--- src/rtl/aes128_arbiter_if.sv ---
// Per-requester job/response channel: a job handshake toward the arbiter and a result handshake back.
interface aes128_arbiter_if;
  logic         valid;
  logic         ready;
  logic [127:0] msg;
  logic [127:0] key;
  logic         enc;
  logic         rsp_valid;
  logic         rsp_ready;
  logic [127:0] rsp_data;

  modport master (
    output valid, msg, key, enc, rsp_ready,
    input  ready, rsp_valid, rsp_data
  );

  modport slave (
    input  valid, msg, key, enc, rsp_ready,
    output ready, rsp_valid, rsp_data
  );
endinterface

--- src/rtl/aes128_arbiter.sv ---
// Shares one AES128 core between two requesters, round-robin (fixed port-0 priority with AES_ARB_FIXED_PRIO_EN).
// Accept in T, core_start in T+1, response from T+2+CORE_LATENCY held until rsp_ready; no job accepted while busy.
module aes128_arbiter #(
  parameter int CORE_LATENCY = 31
) (
  input  logic                 clk,
  input  logic                 reset,
  aes128_arbiter_if.slave      req0,
  aes128_arbiter_if.slave      req1,
  output logic                 core_start,
  output logic [127:0]         core_message_in,
  output logic [127:0]         core_key,
  output logic                 core_selCypher,
  input  logic [127:0]         core_message_out,
  output logic                 busy
);

  typedef enum logic [1:0] {IDLE, ISSUE, WAIT, RESPOND} state_t;

  localparam logic [7:0] CNT_LOAD = 8'(CORE_LATENCY - 1);

  state_t       state, state_nxt;
  logic         owner;
  logic [7:0]   cnt;
  logic [127:0] result;
  logic         gnt;
  logic         tie_pick;
  logic         ready0, ready1;
  logic         accept;
  logic         rsp_hs;

`ifdef AES_ARB_FIXED_PRIO_EN
  assign tie_pick = 1'b0;
`else
  logic last_grant;

  // Resets to 1 so that port 0 wins the very first tie.
  always_ff @(posedge clk or negedge reset) begin
    if (!reset)      last_grant <= 1'b1;
    else if (rsp_hs) last_grant <= owner;
  end

  assign tie_pick = ~last_grant;
`endif

  always_comb begin
    gnt = req1.valid;
    if (req0.valid && req1.valid) gnt = tie_pick;
  end

  always_ff @(posedge clk or negedge reset) begin
    if (!reset) state <= IDLE;
    else        state <= state_nxt;
  end

  always_comb begin
    state_nxt  = state;
    core_start = 1'b0;
    ready0     = 1'b0;
    ready1     = 1'b0;
    accept     = 1'b0;
    rsp_hs     = 1'b0;
    busy       = (state != IDLE);
    case (state)
      IDLE: begin
        ready0 = req0.valid && !gnt;
        ready1 = req1.valid && gnt;
        accept = ready0 || ready1;
        if (accept) state_nxt = ISSUE;
      end
      ISSUE: begin
        core_start = 1'b1;
        state_nxt  = WAIT;
      end
      WAIT: begin
        if (cnt == 8'd0) state_nxt = RESPOND;
      end
      RESPOND: begin
        // Only the owner's rsp_ready can complete the job.
        rsp_hs = owner ? req1.rsp_ready : req0.rsp_ready;
        if (rsp_hs) state_nxt = IDLE;
      end
      default: state_nxt = IDLE;
    endcase
  end

  assign req0.ready     = ready0;
  assign req1.ready     = ready1;
  assign req0.rsp_valid = (state == RESPOND) && !owner;
  assign req1.rsp_valid = (state == RESPOND) && owner;
  assign req0.rsp_data  = result;
  assign req1.rsp_data  = result;

  always_ff @(posedge clk or negedge reset) begin
    if (!reset) begin
      owner           <= 1'b0;
      cnt             <= 8'd0;
      result          <= '0;
      core_message_in <= '0;
      core_key        <= '0;
      core_selCypher  <= 1'b0;
    end else begin
      if (accept) begin
        owner           <= gnt;
        core_message_in <= gnt ? req1.msg : req0.msg;
        core_key        <= gnt ? req1.key : req0.key;
        core_selCypher  <= gnt ? req1.enc : req0.enc;
      end
      if (state == ISSUE) cnt <= CNT_LOAD;
      if (state == WAIT) begin
        if (cnt == 8'd0) result <= core_message_out;
        else             cnt    <= cnt - 8'd1;
      end
    end
  end

endmodule

--- src/flat_wrapper.sv ---
// flat-port wrapper written by rule: the top's interface ports become plain ports
module aes128_arbiter_flat 
#(
  parameter int CORE_LATENCY = 31
)
  (clk, reset, core_start, core_message_in, core_key, core_selCypher, core_message_out, busy, req0_valid, req0_msg, req0_key, req0_enc, req0_rsp_ready, req0_ready, req0_rsp_valid, req0_rsp_data, req1_valid, req1_msg, req1_key, req1_enc, req1_rsp_ready, req1_ready, req1_rsp_valid, req1_rsp_data);
  aes128_arbiter_if req0_i ();
  aes128_arbiter_if req1_i ();
  input  logic clk;
  input  logic reset;
  output logic core_start;
  output logic [127:0] core_message_in;
  output logic [127:0] core_key;
  output logic core_selCypher;
  input  logic [127:0] core_message_out;
  output logic busy;
  input wire logic [$bits(req0_i.valid)-1:0] req0_valid;
  input wire logic [$bits(req0_i.msg)-1:0] req0_msg;
  input wire logic [$bits(req0_i.key)-1:0] req0_key;
  input wire logic [$bits(req0_i.enc)-1:0] req0_enc;
  input wire logic [$bits(req0_i.rsp_ready)-1:0] req0_rsp_ready;
  output wire logic [$bits(req0_i.ready)-1:0] req0_ready;
  output wire logic [$bits(req0_i.rsp_valid)-1:0] req0_rsp_valid;
  output wire logic [$bits(req0_i.rsp_data)-1:0] req0_rsp_data;
  input wire logic [$bits(req1_i.valid)-1:0] req1_valid;
  input wire logic [$bits(req1_i.msg)-1:0] req1_msg;
  input wire logic [$bits(req1_i.key)-1:0] req1_key;
  input wire logic [$bits(req1_i.enc)-1:0] req1_enc;
  input wire logic [$bits(req1_i.rsp_ready)-1:0] req1_rsp_ready;
  output wire logic [$bits(req1_i.ready)-1:0] req1_ready;
  output wire logic [$bits(req1_i.rsp_valid)-1:0] req1_rsp_valid;
  output wire logic [$bits(req1_i.rsp_data)-1:0] req1_rsp_data;
  assign req0_i.valid = req0_valid;
  assign req0_i.msg = req0_msg;
  assign req0_i.key = req0_key;
  assign req0_i.enc = req0_enc;
  assign req0_i.rsp_ready = req0_rsp_ready;
  assign req0_ready = req0_i.ready;
  assign req0_rsp_valid = req0_i.rsp_valid;
  assign req0_rsp_data = req0_i.rsp_data;
  assign req1_i.valid = req1_valid;
  assign req1_i.msg = req1_msg;
  assign req1_i.key = req1_key;
  assign req1_i.enc = req1_enc;
  assign req1_i.rsp_ready = req1_rsp_ready;
  assign req1_ready = req1_i.ready;
  assign req1_rsp_valid = req1_i.rsp_valid;
  assign req1_rsp_data = req1_i.rsp_data;
  aes128_arbiter #(.CORE_LATENCY(CORE_LATENCY)) u_core (.clk(clk), .reset(reset), .req0(req0_i), .req1(req1_i), .core_start(core_start), .core_message_in(core_message_in), .core_key(core_key), .core_selCypher(core_selCypher), .core_message_out(core_message_out), .busy(busy));
endmodule
--- config.mk ---
export PLATFORM = sky130hd
export DESIGN_NAME = aes128_arbiter_flat
export DESIGN_NICKNAME = d
export VERILOG_FILES = /design/src/rtl/aes128_arbiter_if.sv /design/src/rtl/aes128_arbiter.sv /design/src/flat_wrapper.sv
export SDC_FILE = /design/constraint.sdc
export NUM_CORES = 1
export LEC_CHECK = 0
export CAP_MARGIN = 15
export CORE_AREA = 10 10 450 452
export DETAILED_ROUTE_END_ITERATION = 6
export DIE_AREA = 0 0 460 462
export SYNTH_ARGS = -nofsm -noshare
export SYNTH_HDL_FRONTEND = slang
export SYNTH_SLANG_ARGS = --single-unit
--- constraint.sdc ---
create_clock -name clk -period 3.15 [get_ports clk]
set_input_delay 0.315 -clock clk [delete_from_list [all_inputs] [get_ports clk]]
set_output_delay 0.315 -clock clk [all_outputs]
set_load 0.005 [all_outputs]
# Word level (Yosys, flattened, before mapping)
# Index checks and enable logic that the tools add are counted.
# totals
ff_bits	397
input_bits	648
out_inout_bits	519
word_cells	46
# op_classes
n_addsub	1
eq_ne	6
muxes	17
bitwise_logic	1
reduce_logical	13
# ops
cell	count
128-bit 2-to-1 mux	2
8-bit 2-to-1 mux	3
8-bit zero test	1
1-bit 2-to-1 mux	8
2-bit case mux with 4 select lines	1
8-bit by 1-bit subtractor with 8-bit output, second input constant	1
2-bit 2-to-1 mux	3
2-bit by 1-bit inequality test with 1-bit output, second input constant	3
1-bit logical AND	5
2-bit == test, second input constant	2
3-bit AND reduction	1
2-bit by 1-bit == test with 1-bit output, second input constant	1
1-bit zero test	2
2-bit zero test	1
2-bit AND reduction	1
2-bit nonzero test	1
1-bit logical OR	1
1-bit NOT	1

# Longest topological paths before layout
# depth
ltp_word	7
mapped_depth	8
depth_no_buf	6

# Worst setup path after synthesis
# No wires, ideal clock.
# synth_timing
kind	register -> register
startpoint	reg u_core.cnt[0]
endpoint	reg u_core.cnt[3]
setup_time_ns	0.119
t_arrival_ns	1.939
required_time_ns	3.031
setup_slack_ns	1.092
stages_incl_launch_ff	8
path_buffers	1
synth_period_minus_slack_ns	2.058
path_cell_list	dfrtp_1 > inv_1 > ha_1 > or3b_2 > o21ai_1 > buf_2 > mux2_2 > o21a_1
# synth_between
elab_chain_len	3
word_cells_on_any_way	4
classes_between	add/sub: 1; mux: 2; reduce/logical: 1
# synth_lines
item	line_no	source
start, declared	aes128_arbiter.sv:24	logic [7:0] cnt;
start signal, assigned	aes128_arbiter.sv:112	else cnt <= cnt - 8'd1;
8-bit by 1-bit subtractor with 8-bit output or 8-bit zero test (tied branches)	aes128_arbiter.sv:112, aes128_arbiter.sv:111	
8-bit 2-to-1 mux *	aes128_arbiter.sv:111	if (cnt == 8'd0) result <= core_message_out;
8-bit 2-to-1 mux *	aes128_arbiter.sv:110	if (state == WAIT) begin
# Every way passes the cells marked *; elsewhere a longest branch is shown, timed or not.
# A chain may end at the register's enable or synchronous reset.

# Worst setup path in the final report
# layout_timing
startpoint	reg u_core.state[0]
endpoint	out req0_ready
# layout_between
elab_chain_len	2
# layout_lines
item	line_no	source
start, declared	aes128_arbiter.sv:22	state_t state, state_nxt;
start signal, assigned	aes128_arbiter.sv:53	else state <= state_nxt;
2-bit zero test	aes128_arbiter.sv:64	case (state)
1-bit 2-to-1 mux	aes128_arbiter.sv:64	
end, declared	flat_wrapper.sv:22	output wire logic [$bits(req0_i.ready)-1:0] req0_ready;
# Every way passes these cells.

==> impl_metrics.yaml <==
yosys:
  yosys.area_share.simple_pct: 5.93
  synth_xor_area_share_pct: 0.0943
  syn-cell-area_mm2: 0.0186
  synth_cells: 1588
  ys_warn_count: 0
  ys_seq_elements: 397
  synth.area.mux_share_pct: 24.4
  synth_top_family_by_area: "multiplexers"
  synth_cell_type_count: 36
  seq_area_frac_synth_pct: 53.5
  synth.avg_cell_area_um2: 11.7
  synthAdderAreaFrac_pct: 0.472
  syn_nets: 2243
  synth_flop_cell: "dfrtp_1"
  async_flop_share_pct: 100
  synth_compound_area_share_pct: 7.52
  synth_edf_count: 0
placed_design:
  place_area_mm2: 0.0326
  place.gp.congestion: 0.935
  place.port_buffers: 1166
  place_hpwl_um: 144000
timing:
  finalHoldViolations: 0
  fmax_mhz: 363
  fin_skew_ns: 0.0392
  rsz0062_at_grt: "no"
  fin_crit_ns: 2.75
  finalSetupViolCount: 0
  slew_headroom_pct: 39.4
  drv_slew: 0
  fin_crit_sh_pct: 87.4
  fin_tns_setup_ns: 0
  tightest_slew_ns: 0.910
finish:
  mostFrequentLayoutCell: "clkdlybuf4s50_1"
  final_area_mm2: 0.0345
  drive_above_1_share_pct: 10.4
  area_growth_pct: 86.0
  nFillCells: 21400
  layout_common_cells: "1165 x clkdlybuf4s50_1, 396 x dfrtp_1, 261 x mux2i_1, 261 x nand2_1, 259 x o21ai_0"
  final_nets: 3294
setup_path:
  path_class: "flip-flop to output pin"
  cp_slowest_cell: "clkdlybuf4s50_1"
  end_kind: "output pin"
  cp_max_fo: 4
  cp_slowest_stage_delay_ns: 0.58
  critical_path_arrival_ns: 2.44
  critPathTopFamily: "buffers and inverters"
  cp-start-kind: "flip-flop"
  path_buf_inv: 2
  path_cells: "inv_1 > ha_1 > nand2_1 > nor2_1 > clkdlybuf4s50_1"
  required_ns: 2.83
detailed_routing:
  vias_per_cell: 3.28
  ant_nets: 0
  wl_per_cell_um: 30.6
  firstDrtPassIters: 5
  drtIter0Drc: 1216
  routed_wl_um: 161000
  drcViolationCount: 0
  vias: 17300
floorplan:
  rows: 162
  coreArea_mm2: 0.194
  start_util_pct: 9.58
  die-area_mm2: 0.213
  fp.dieH_um: 462
  die_w_um: 460
  ios: 1167
grt:
  grt_pass1_wl_um: 199000
  groute.usage.overall_pct: 14.4
  antenna_found_initial: 188
  overflow: 0
  grt_max_degree: 116
  grt_pass1_vias: 17700
clock_tree:
  cts_tree: "built"
  ctsResizeCount: 0
  cts_setup_buffers: 0
  clock-sinks: 397
  ctsHoldBuffers: 1
  clockBufferDepth: 3
  h-tree-depth: 2
  clk_pin_slew_ns: 0.06
  clkLatencyLatePin_ns: 0.68
  cts_buffers: 54
  cts_root_buf: "clkbuf_16"
power:
  p_per_area_mw_per_mm2: 747
  ir_drop_mv: 0.474
  leakage_nw: 14.5
min_path:
  hold_class: "input port to flip-flop"
run_status:
  status: "complete, no violations"
job:
  maxCapViolCount: 0
-- path summary, 6_finish.rpt --
kind,startpoint,to,slack [ns],cells past startpoint
max,u_core.state[0],req0_ready,0.40,5
min,core_message_out[112],u_core.req0.rsp_data[112],0.24,2
max reg2reg,u_core.cnt[0],u_core.req0.rsp_data[1],0.61,7
min reg2reg,u_core.core_message_in[67],u_core.core_message_in[67],0.47,2
max in group asynchronous,reset,u_core.req0.rsp_data[34],1.94,3
min in group asynchronous,reset,u_core.core_message_in[15],0.30,2
-- through the flow --
step	power, W	hold WS, ns	utilization [%]	setup slack [ns]	cells
after floorplan	0.0118	0.0194	-	1.09	1588
after global placement	0.0198	0.458	16.8	0.620	5124
after detailed placement	0.0200	0.463	16.8	0.560	5124
after CTS	0.0265	0.157	17.7	0.308	5222
after global routing	0.0274	0.202	17.8	0.224	5238
final	0.0258	0.240	17.8	0.396	5282
-- flip-flops by register name, summed over array words and instances (netlist names) --
register,cells
u_core.core_key,128
u_core.owner,1
u_core.state,2
u_core.cnt,8
u_core.last_grant,1
u_core.req0.rsp_data,128
u_core.core_message_in,128
u_core.core_selCypher,1
-- area by class of cell --
cell class	instances	area (um2)	area share, %
Timing Repair Buffer	1224	12300	35.7
Sequential cell	397	9940	28.8
Multi-Input combinational cell	956	7170	20.8
Tap cell	2542	3180	9.21
Clock buffer	74	1510	4.36
Clock inverter	23	244	0.706
Antenna cell	60	150	0.435
Inverter	6	22.5	0.0652
-- layer usage --
| metal | vias to the layer above | share of wire (%) | global-route usage (%) |
|---|---|---|---|
| met2 | 1102 | 46 | 23.9 |
| met3 | 359 | 17 | 10.1 |
| met5 | - | 0.65 | 0 |
| met4 | 154 | 4.3 | 5.57 |
| li1 | 7512 | - | - |
| met1 | 8189 | 32 | 14.0 |
-- Yosys cell counts (all sizes together), types with 2 or more instances --
master	instances	share of area, %
or4	2	0.10
inv	6	0.12
nor3b	2	0.081
buf	175	6.8
a21o	3	0.12
o21ai	261	7.0
o21a	2	0.081
a21oi	2	0.054
clkbuf	54	1.1
ha	7	0.47
and2	2	0.067
nor2	6	0.12
nand3	2	0.054
nand2	262	5.3
mux2	131	10
nor3	2	0.054
dfrtp	396	53
mux2i	261	14
-- power by group --
part	switching (W)	internal, W	leakage, nW
registers	0.00128	0.00703	4.83
clock network	0.00266	0.00358	0.866
logic	0.00535	0.00588	8.76
total	0.00929	0.0165	14.5
-- worst reg2reg max path: cells and delay by family (launching register included) --
kind                     cells  cell delay [ns]
AND/OR/NAND/NOR              3             0.90
multiplexers                 1             0.50
buffers and inverters        2             0.44
flip-flops                   1             0.41
adder cells (fa/ha/maj)      1             0.14
-- cells by family after synthesis --
| group | after synthesis |
|---|---|
| AOI/OAI and AO/OA | 273 |
| xor gates and xnor gates | 2 |
| adders and majority gates | 7 |
| buffers and inverters | 235 |
| DFF | 397 |
| muxes | 392 |
| and+or+nand+nor | 282 |
No activity file was read; power rests on OpenSTA's default activity.
==> patch: new RTL, same flow settings <==
`CORE_LATENCY` is set to 31 in 2 places; all go to 16.
--- a/src/rtl/aes128_arbiter.sv
+++ b/src/rtl/aes128_arbiter.sv
@@ -1,7 +1,7 @@
 // Shares one AES128 core between two requesters, round-robin (fixed port-0 priority with AES_ARB_FIXED_PRIO_EN).
 // Accept in T, core_start in T+1, response from T+2+CORE_LATENCY held until rsp_ready; no job accepted while busy.
 module aes128_arbiter #(
-  parameter int CORE_LATENCY = 31
+  parameter int CORE_LATENCY = 16
 ) (
   input  logic                 clk,
   input  logic                 reset,
--- a/src/flat_wrapper.sv
+++ b/src/flat_wrapper.sv
@@ -1,7 +1,7 @@
 // flat-port wrapper written by rule: the top's interface ports become plain ports
 module aes128_arbiter_flat 
 #(
-  parameter int CORE_LATENCY = 31
+  parameter int CORE_LATENCY = 16
 )
   (clk, reset, core_start, core_message_in, core_key, core_selCypher, core_message_out, busy, req0_valid, req0_msg, req0_key, req0_enc, req0_rsp_ready, req0_ready, req0_rsp_valid, req0_rsp_data, req1_valid, req1_msg, req1_key, req1_enc, req1_rsp_ready, req1_ready, req1_rsp_valid, req1_rsp_data);
   aes128_arbiter_if req0_i ();
Check against the original RTL: no difference found for any inputs over 4 cycles, from zero or initial values and one cycle with reset low; that may be too few to reach the edited logic, so the function may still have changed.
==> patch against the original RTL <==
Total power is 1.6% higher; critical path depth shrank 1; clock power down 2%; sequential power rose by 2.6%; die area did not move; synthesized area shrank 2.7%; cell area down 1.7%; critical path type unchanged; largest power group unchanged; critical endpoint is now req1_ready; sequential cell count did not move; setup slack lost 0.020 ns; wire length is 6.9% lower; via count decreased by 2.2%; highest routed layer unchanged.
==> patch: results (changes against the original RTL) <==
| Metric | Value |
|---|---|
| Clk_skew | `0.0548 ns (+0.0157 ns)` |
| Global-route wire length before repair | `187 mm (-5.8%)` |
| Antenna violations before repair | `168 (-11%)` |
| Via-per-instance ratio | `3.22 (-1.8%)` |
| Non-filler instance count after layout | `5262 (-0.38%)` |
| CTS Buf Count | `53 (-1.9%)` |
| Count of clock-net buffers in the final layout | `76 (+2.7%)` |
| Largest stage delay on the critical path | `0.69 ns (+0.11 ns)` |
| Post-detailed-placement half-perimeter wirelength | `134 mm (-7.1%)` |
| Overall fraction of global-route tracks in use | `13.4% (-0.99 points)` |
| Post-DR wirelength/cell | `28.6 microns (-6.5%)` |
| Max_slew headroom | `29.0% (-10 points)` |
| Num sequential | `397 (unchanged)` |
| 1st-iter DRT viols | `1130 (-7.1%)` |
| WP data arrival | `2.46 ns (+0.02 ns)` |
| Multi-input gates | `959 (+0.31%)` |
| Lkg Pwr | `13.7 nW (-5.0%)` |
| Ant diodes | `42 (-30%)` |
| Placed Cells incl. Taps | `5126 (+0.039%)` |
| Maximum fanout along the worst path | `5 (+1)` |
| Post-Route Hold Slack | `0.211 ns (-0.0281 ns)` |
| Post-synth top cells | `396 x sky130_fd_sc_hd__dfrtp_1, 264 x sky130_fd_sc_hd__nand2_1, 261 x sky130_fd_sc_hd__mux2i_1` |
| Layout fillers | `21555 (+0.76%)` |
| Max rail drop VDD | `0.510 mV (+7.7%)` |
| Via count of the first global-routing pass | `17511 (-1.0%)` |
| Critical register-to-register path endpoint | `u_core.req0.rsp_data[92]` |
| Cell area reported after detailed placement | `0.0321 sq mm (-1.6%)` |
| Fraction of area in registers | `29.3% (+0.51 points)` |
| Fraction of the yosys area taken by sequential cells | `55.0% (+1.5 points)` |
| Hold_sp | `core_message_out[26]` |
| Final worst path period share | `88.1% (+0.63 points)` |
| End point of the most critical hold path | `u_core.req0.rsp_data[26]` |
| Result of the run | `completed` |
| Layout buffer count excluding clock buffers | `1223 (-0.082%)` |
| Capture point of the critical path | `req1_ready` |
==> patch: cell count changes after synthesis, moves of 3 or more <==
cell                       before  now
sky130_fd_sc_hd__nor2_1         6    9
sky130_fd_sc_hd__mux2_4       120    0
sky130_fd_sc_hd__mux2_1         0  112
sky130_fd_sc_hd__buf_6         13    0
sky130_fd_sc_hd__clkbuf_1      54   58
sky130_fd_sc_hd__buf_2         25   42
sky130_fd_sc_hd__buf_1          8    0
sky130_fd_sc_hd__mux2_2        11   20
sky130_fd_sc_hd__a21oi_1        2    6
==> patch: cell families after synthesis <==
kind of cell	share of synthesized area [%]
adder cells (fa/ha/maj)	0.485
XOR/XNOR	0.0485
AND/OR/NAND/NOR	6.20
multiplexers	22.7
AO/OA/AOI/OAI	7.70
buffers and inverters	7.86
flip-flops	55.0
==> patch: power groups by stage <==
stage	sequential (W)	clock, W	combinational (W)
global placement	0.00852	0	0.0119
CTS	0.00855	0.00636	0.0120
finish	0.00853	0.00611	0.0116
global route	0.00879	0.00652	0.0126
floorplan	0.00845	0	0.00358
detailed placement	0.00860	0	0.0120
==> patch: critical path: cells and delay by family, from the launching register on <==
kind          cells  cell delay (ns)
simple gates      1             0.21
fa+ha+maj         1             0.35
buf+inv           2             0.83
flops             1             0.40
==> patch: repair_timing <==
action / in CTS / in global routing
hold buffers: 1 / 0
endpoints found under the hold margin: 46 / 0
endpoints found under the setup margin: 0 / 0
resized for setup: 0 / 0
==> patch: per-layer routing <==
layer / GRT usage [%] / routed length [microns]
met5: 0 / 750
met4: 4.72 / 5450
met1: 12.8 / 47200
met2: 23.8 / 74600
met3: 8.09 / 22300
